==> config.mk <==
export PLATFORM = sky130hd
export DESIGN_NAME = fdiv_iter
export DESIGN_NICKNAME = d
export VERILOG_FILES = /design/src/rtl/fdiv_iter.sv
export SDC_FILE = /design/constraint.sdc
export NUM_CORES = 1
export LEC_CHECK = 0
export ABC_AREA = 1
export CORE_UTILIZATION = 58
export CTS_CLUSTER_SIZE = 8
export DETAILED_ROUTE_END_ITERATION = 7
export GPL_TIMING_DRIVEN = 0
export PLACE_DENSITY = 0.81
export SYNTH_ARGS = -nofsm -noshare
export SYNTH_HDL_FRONTEND = slang
export SYNTH_SLANG_ARGS = --single-unit
==> constraint.sdc <==
create_clock -name clk -period 4.9 [get_ports clk]
set_clock_uncertainty 0.05 [all_clocks]
set_input_delay 0.735 -clock clk [delete_from_list [all_inputs] [get_ports clk]]
set_output_delay 0.735 -clock clk [all_outputs]
set_load 0.02 [all_outputs]
==> src/rtl/fdiv_iter.sv <==
// Iterative IEEE-754 single-precision divider, one quotient bit per cycle, 28-edge latency.
// Optional macro FDIV_SUBNORMAL_EN: normalize subnormal inputs and generate subnormal results.
module fdiv_iter #(
  parameter logic [31:0] NAN_VALUE = 32'h7FC00000
) (
  input  logic        clk,
  input  logic        rst,
  input  logic        in_valid,
  output logic        in_ready,
  input  logic [31:0] in1,
  input  logic [31:0] in2,
  output logic        out_valid,
  output logic [31:0] out
);

  typedef enum logic [1:0] {StIdle, StNorm, StDiv, StRnd} state_e;

  state_e      state_q;
  logic [31:0] a_q, b_q;
  logic [23:0] mb_q;
  logic [24:0] rem_q;
  logic [25:0] quo_q;
  logic [9:0]  exp_q;
  logic [4:0]  cnt_q;
  logic        sign_q, za_q, zb_q;

  logic [7:0]  ea, eb;
  logic [4:0]  na, nb;
  logic [23:0] ma_n, mb_n;
  logic        za_n, zb_n;
  logic [9:0]  exp_n;

  logic [25:0] diff;
  logic        ge;
  logic [24:0] rem_keep;

  logic [24:0] v;
  logic [9:0]  exp_r;
  logic [30:0] mag;
  logic        ovf, flush;
  logic [31:0] res;
  logic        unused_bits;

  assign in_ready = (state_q == StIdle);

`ifdef FDIV_SUBNORMAL_EN
  function automatic logic [4:0] lzc24(input logic [23:0] m);
    logic [4:0] n;
    n = 5'd24;
    for (int i = 0; i < 24; i++) begin
      if (m[i]) n = 5'(23 - i);
    end
    return n;
  endfunction

  logic [23:0] ma_raw, mb_raw;

  // Subnormals use power 1 and are shifted up until the hidden-bit position is set.
  always_comb begin
    ea     = (a_q[30:23] == 8'd0) ? 8'd1 : a_q[30:23];
    eb     = (b_q[30:23] == 8'd0) ? 8'd1 : b_q[30:23];
    ma_raw = {a_q[30:23] != 8'd0, a_q[22:0]};
    mb_raw = {b_q[30:23] != 8'd0, b_q[22:0]};
    na     = lzc24(ma_raw);
    nb     = lzc24(mb_raw);
    ma_n   = ma_raw << na;
    mb_n   = mb_raw << nb;
    za_n   = (a_q[30:0] == 31'd0);
    zb_n   = (b_q[30:0] == 31'd0);
  end
`else
  // Without subnormal support any exponent-zero operand is a signed zero.
  always_comb begin
    ea   = a_q[30:23];
    eb   = b_q[30:23];
    na   = 5'd0;
    nb   = 5'd0;
    ma_n = {1'b1, a_q[22:0]};
    mb_n = {1'b1, b_q[22:0]};
    za_n = (a_q[30:23] == 8'd0);
    zb_n = (b_q[30:23] == 8'd0);
  end
`endif

  assign exp_n = {2'b00, ea} - {5'd0, na} - {2'b00, eb} + {5'd0, nb} + 10'd127;

  // One restoring step: the remainder stays below 2*Mb, so 25 bits suffice.
  assign diff     = {1'b0, rem_q} - {2'b00, mb_q};
  assign ge       = ~diff[25];
  assign rem_keep = ge ? diff[24:0] : rem_q;

`ifdef FDIV_SUBNORMAL_EN
  logic [9:0] shamt;
`endif

  always_comb begin
    if (quo_q[25]) begin
      v     = quo_q[25:1];
      exp_r = exp_q;
    end else begin
      v     = quo_q[24:0];
      exp_r = exp_q - 10'd1;
    end
    ovf   = !exp_r[9] && (exp_r >= 10'd255);
    flush = 1'b0;
`ifdef FDIV_SUBNORMAL_EN
    shamt = 10'd0;
`endif
    if (exp_r[9] || (exp_r == 10'd0)) begin
`ifdef FDIV_SUBNORMAL_EN
      shamt = 10'd1 - exp_r;
      v     = v >> ((shamt > 10'd25) ? 10'd25 : shamt);
      exp_r = 10'd0;
`else
      flush = 1'b1;
`endif
    end
    // Round half-up; a carry out of the fraction lands in the exponent field.
    mag = {exp_r[7:0], v[23:1]} + {30'd0, v[0]};
    if (za_q && zb_q) begin
      res = NAN_VALUE;
    end else if (zb_q) begin
      res = {sign_q, 8'hFF, 23'h0};
    end else if (za_q) begin
      res = {sign_q, 31'h0};
    end else if (ovf) begin
      res = {sign_q, 8'hFF, 23'h0};
    end else if (flush) begin
      res = {sign_q, 31'h0};
    end else if (mag[30:23] == 8'hFF) begin
      res = {sign_q, 8'hFF, 23'h0};
    end else begin
      res = {sign_q, mag};
    end
  end

  assign unused_bits = v[24] ^ rem_keep[24];

  always_ff @(posedge clk) begin
    if (rst) begin
      state_q   <= StIdle;
      out       <= 32'd0;
      out_valid <= 1'b0;
    end else begin
      out_valid <= 1'b0;
      unique case (state_q)
        StIdle: begin
          if (in_valid) begin
            a_q     <= in1;
            b_q     <= in2;
            state_q <= StNorm;
          end
        end
        StNorm: begin
          rem_q   <= {1'b0, ma_n};
          mb_q    <= mb_n;
          exp_q   <= exp_n;
          sign_q  <= a_q[31] ^ b_q[31];
          za_q    <= za_n;
          zb_q    <= zb_n;
          quo_q   <= 26'd0;
          cnt_q   <= 5'd0;
          state_q <= StDiv;
        end
        StDiv: begin
          rem_q <= {rem_keep[23:0], 1'b0};
          quo_q <= {quo_q[24:0], ge};
          cnt_q <= cnt_q + 5'd1;
          if (cnt_q == 5'd25) state_q <= StRnd;
        end
        StRnd: begin
          out       <= res;
          out_valid <= 1'b1;
          state_q   <= StIdle;
        end
        default: state_q <= StIdle;
      endcase
    end
  end

endmodule

==> run summary <==
• complete, no violations — outcome
• 18600 sq um — full die area
• 8 — First-pass DRT Iterations
• 48 — standard-cell row count
• 17400 sq um — standard cell core area
• 5.39 — via count normalized by instance count
• 10 — crit-path max FO
• 1267 — nets in the synthesized netlist
• 0.44 ns — Clock Latency Late Sink
• 40 — pin count of the biggest net entering global routing
• 0 — number of endpoints failing setup at the final stage
• 0.312 mV — peak ir drop on the vdd network
• 34.3% — met1 Resource Use GR
• 2 — maximum count of clock buffers along a single path
• 0.00514 uW — static leakage power
• 9.06% — share of layout cells above drive strength 1
• 0 — max-capacitance violation count
• 0.40 ns — slowest cell delay on critical path
• 1157 — number of cells produced by synthesis
• 0.07 ns — Worst-path clk slew
• 0.860 ns — measured slew at the worst slew-check pin
• 156 — number of enable-type register cells in the synthesized netlist
• 18.9% — area growth from synthesis to layout
• 0 — post-CTS resize count
• flip-flop — Crit. End Element
• 0% — async set-or-reset flop fraction in the synthesized netlist
• flip-flop — Critical Path Start Type
• met2 — GRT Max-Usage Layer
• 1282 — layout filler cell count
• no — setup repair after global routing missed its margin
• 71.3% — Final Core Density
• 0 — max-slew violation count
• 136 microns — height of the die
• 9.03 sq um — Mean Syn Cell Area
• 0 — number of buffers inserted by post-CTS setup repair
• 8178 — via count
• 4.62% — met3 Resource Use GR
• 60.0% — starting density of the core
• flip-flop to flip-flop — worst hold path type
• 0 — number of antenna violations at the first check in global routing
• ha_1 -> a21oi_1 -> o21ai_1 -> a21boi_0 -> o21ai_1 -> nand2_1 -> o211ai_2 -> clkbuf_1 -> o21ai_0 -> nand2_1 — cells traversed along the worst timing path
• 14.5 microns — WL per Instance
• 21.9 mm — total routed wirelength
• 321 MHz — Peak Freq
• 1517 — post-route insts no fill
• 1485 — placed cells
• 486 nW/um^2 — power per cell area
• clkbuf_16 — root buffer selected by CTS
• 101 — count of boundary I/O pins
• 40.6% — met2 GRT Util
• flip-flop to flip-flop — WS Path Type
• edfxtp_1 — flip-flop cell with the highest count after synthesis
• 4 — H-tree levels
• 0 — number of synthesis warnings
• 191 — number of sinks on the clock net
• edfxtp_1 — slowest cell on the critical path
• 16.4 mm — Post-DP HPWL
• 99 — port bufs
• 7738 — vias in the first global route
• 1389 — net total in the final layout
• 5.03 ns — data required time at the worst endpoint
• 0 — Congestion Overflow GR
• 3.25 ns — Worst Path Arrival
• 42.5% — slew margin rel.
• 36.1 mm — wire length of the first global-routing pass
• 0 — number of inserted diodes
• 10400 sq um — area of the mapped netlist
• 136 microns — Die W
• 0 — count of final hold-check violations
• done — clock tree from TritonCTS
• 3.11 ns — shortest period the worst path allows
• 191 — Yosys reg bits
• 46 — unique cell type count in the Yosys netlist
• 0 — # hold bufs at CTS
• 0 — post-route ant nets
• 51.5% — share of synthesized area occupied by flip-flops and latches
• 17 — number of buffers added by the clock tree synthesis step
• 0 — Residual DRC
• 671 — first-iteration detailed-routing DRC count
• 25.2% — total global routing track utilization
• 0.885 — final weighted congestion in routability-driven placement
• 63.6% — final cycle utilization of the critical path
==> metal layers <==
metal | wire, microns | share of wire (%) | vias up
li1 | - | - | 4089
met1 | 10000 | 46 | 3789
met2 | 10300 | 47 | 270
met3 | 1260 | 5.7 | 30
met4 | 348 | 1.6 | 0
met5 | 0 | 0 | -
==> through the flow <==
step           instance area (sq um)  power, uW  TNS [ns]  worst slack [ns]  hold slack, ns
3_5_place_dp                   11800       4660         0              1.92           0.355
5_1_grt                        12400       6420         0              1.57           0.376
2_1_floorplan                  10400       4030         0             0.734           0.350
4_1_cts                        12400       6030         0              1.85           0.373
3_3_place_gp                   11700       4560    -44.41            -0.643           0.353
6_report                       12400       6040         0              1.79           0.370
==> cell type report <==
type                            instances  area (sq um)  share of cell area [%]
Inverter                              160           601                    4.84
Sequential cell                       191          5390                    43.4
Tap cell                              225           282                    2.27
Buffer                                 30           176                    1.42
Clock buffer                           17           425                    3.43
Timing Repair Buffer                  103          1090                    8.81
Clock inverter                         15           149                    1.20
Multi-Input combinational cell        776          4310                    34.7
==> cells in the final DEF, fill, tap and decap left out, types with 5 or more instances in the layout <==
cell               n
a21oi_1           79
buf_2              6
buf_6              5
clkbuf_1          16
clkbuf_16         17
clkdlybuf4s50_1   99
dfxtp_1           35
edfxtp_1         156
ha_1              41
inv_1            155
inv_8              6
nand2_1          293
nand2_2            9
nand3_1           41
nand3_2           21
nand3b_1           8
nand4_1           20
nor2_1            81
nor2_2            15
nor2_4             6
nor3_1             7
nor4_1             5
o211ai_1          10
o21ai_0           42
o21ai_1            8
o21ai_2            7
o21bai_1           8
xnor2_1           17
xor2_1            30
==> synthesized netlist by cell type (all sizes together), types with 14 or more instances <==
| master | count | share of area [%] |
|---|---|---|
| nand4 | 21 | 1.3 |
| buf | 14 | 1.1 |
| nand2 | 302 | 11 |
| clkbuf | 16 | 0.57 |
| dfxtp | 35 | 6.7 |
| xnor2 | 17 | 1.4 |
| edfxtp | 156 | 45 |
| a21oi | 80 | 3.9 |
| nor2 | 102 | 4.2 |
| nand3 | 63 | 4.1 |
| inv | 157 | 5.6 |
| xor2 | 30 | 2.5 |
| o21ai | 57 | 3.0 |
| ha | 41 | 4.9 |
==> critical path: cells and delay by family (launching register included) <==
family,cells,cell delay (ns)
AO/OA/AOI/OAI,6,1.48
adder cells (fa/ha/maj),1,0.36
buffers and inverters,1,0.35
flip-flops,1,0.40
AND/OR/NAND/NOR,2,0.22
==> state kept, by name, indices dropped and copies added (netlist names) <==
register / count
a_q: 32
b_q: 32
out: 32
quo_q: 26
rem_q: 25
mb_q: 23
exp_q: 10
cnt_q: 5
state_q: 2
out_valid: 1
sign_q: 1
za_q: 1
zb_q: 1
==> final timing paths <==
| path | from | endpoint | slack, ns | depth (start not counted) |
|---|---|---|---|---|
| setup / recovery | rem_q[2] | rem_q[6] | 1.79 | 10 |
| hold / removal | b_q[2] | mb_q[2] | 0.37 | 0 |
| setup reg to reg | rem_q[2] | rem_q[6] | 1.79 | 10 |
| hold reg to reg | b_q[2] | mb_q[2] | 0.37 | 0 |
==> cells by family after synthesis <==
kind of cell	synth area share, %
simple gates	22.5
flops	51.5
buf+inv	7.44
compound gates	9.25
xor+xnor	3.94
fa+ha+maj	5.29
==> power breakdown <==
part           total (uW)  internal (uW)  leakage (uW)  switching [uW]
Sequential           2340           2180       0.00173             168
Combinational        2340            822       0.00314            1510
Clock                1360            679      0.000271             681
Total                6040           3680       0.00514            2360
Note: power is estimated with default switching activity, not from simulation.
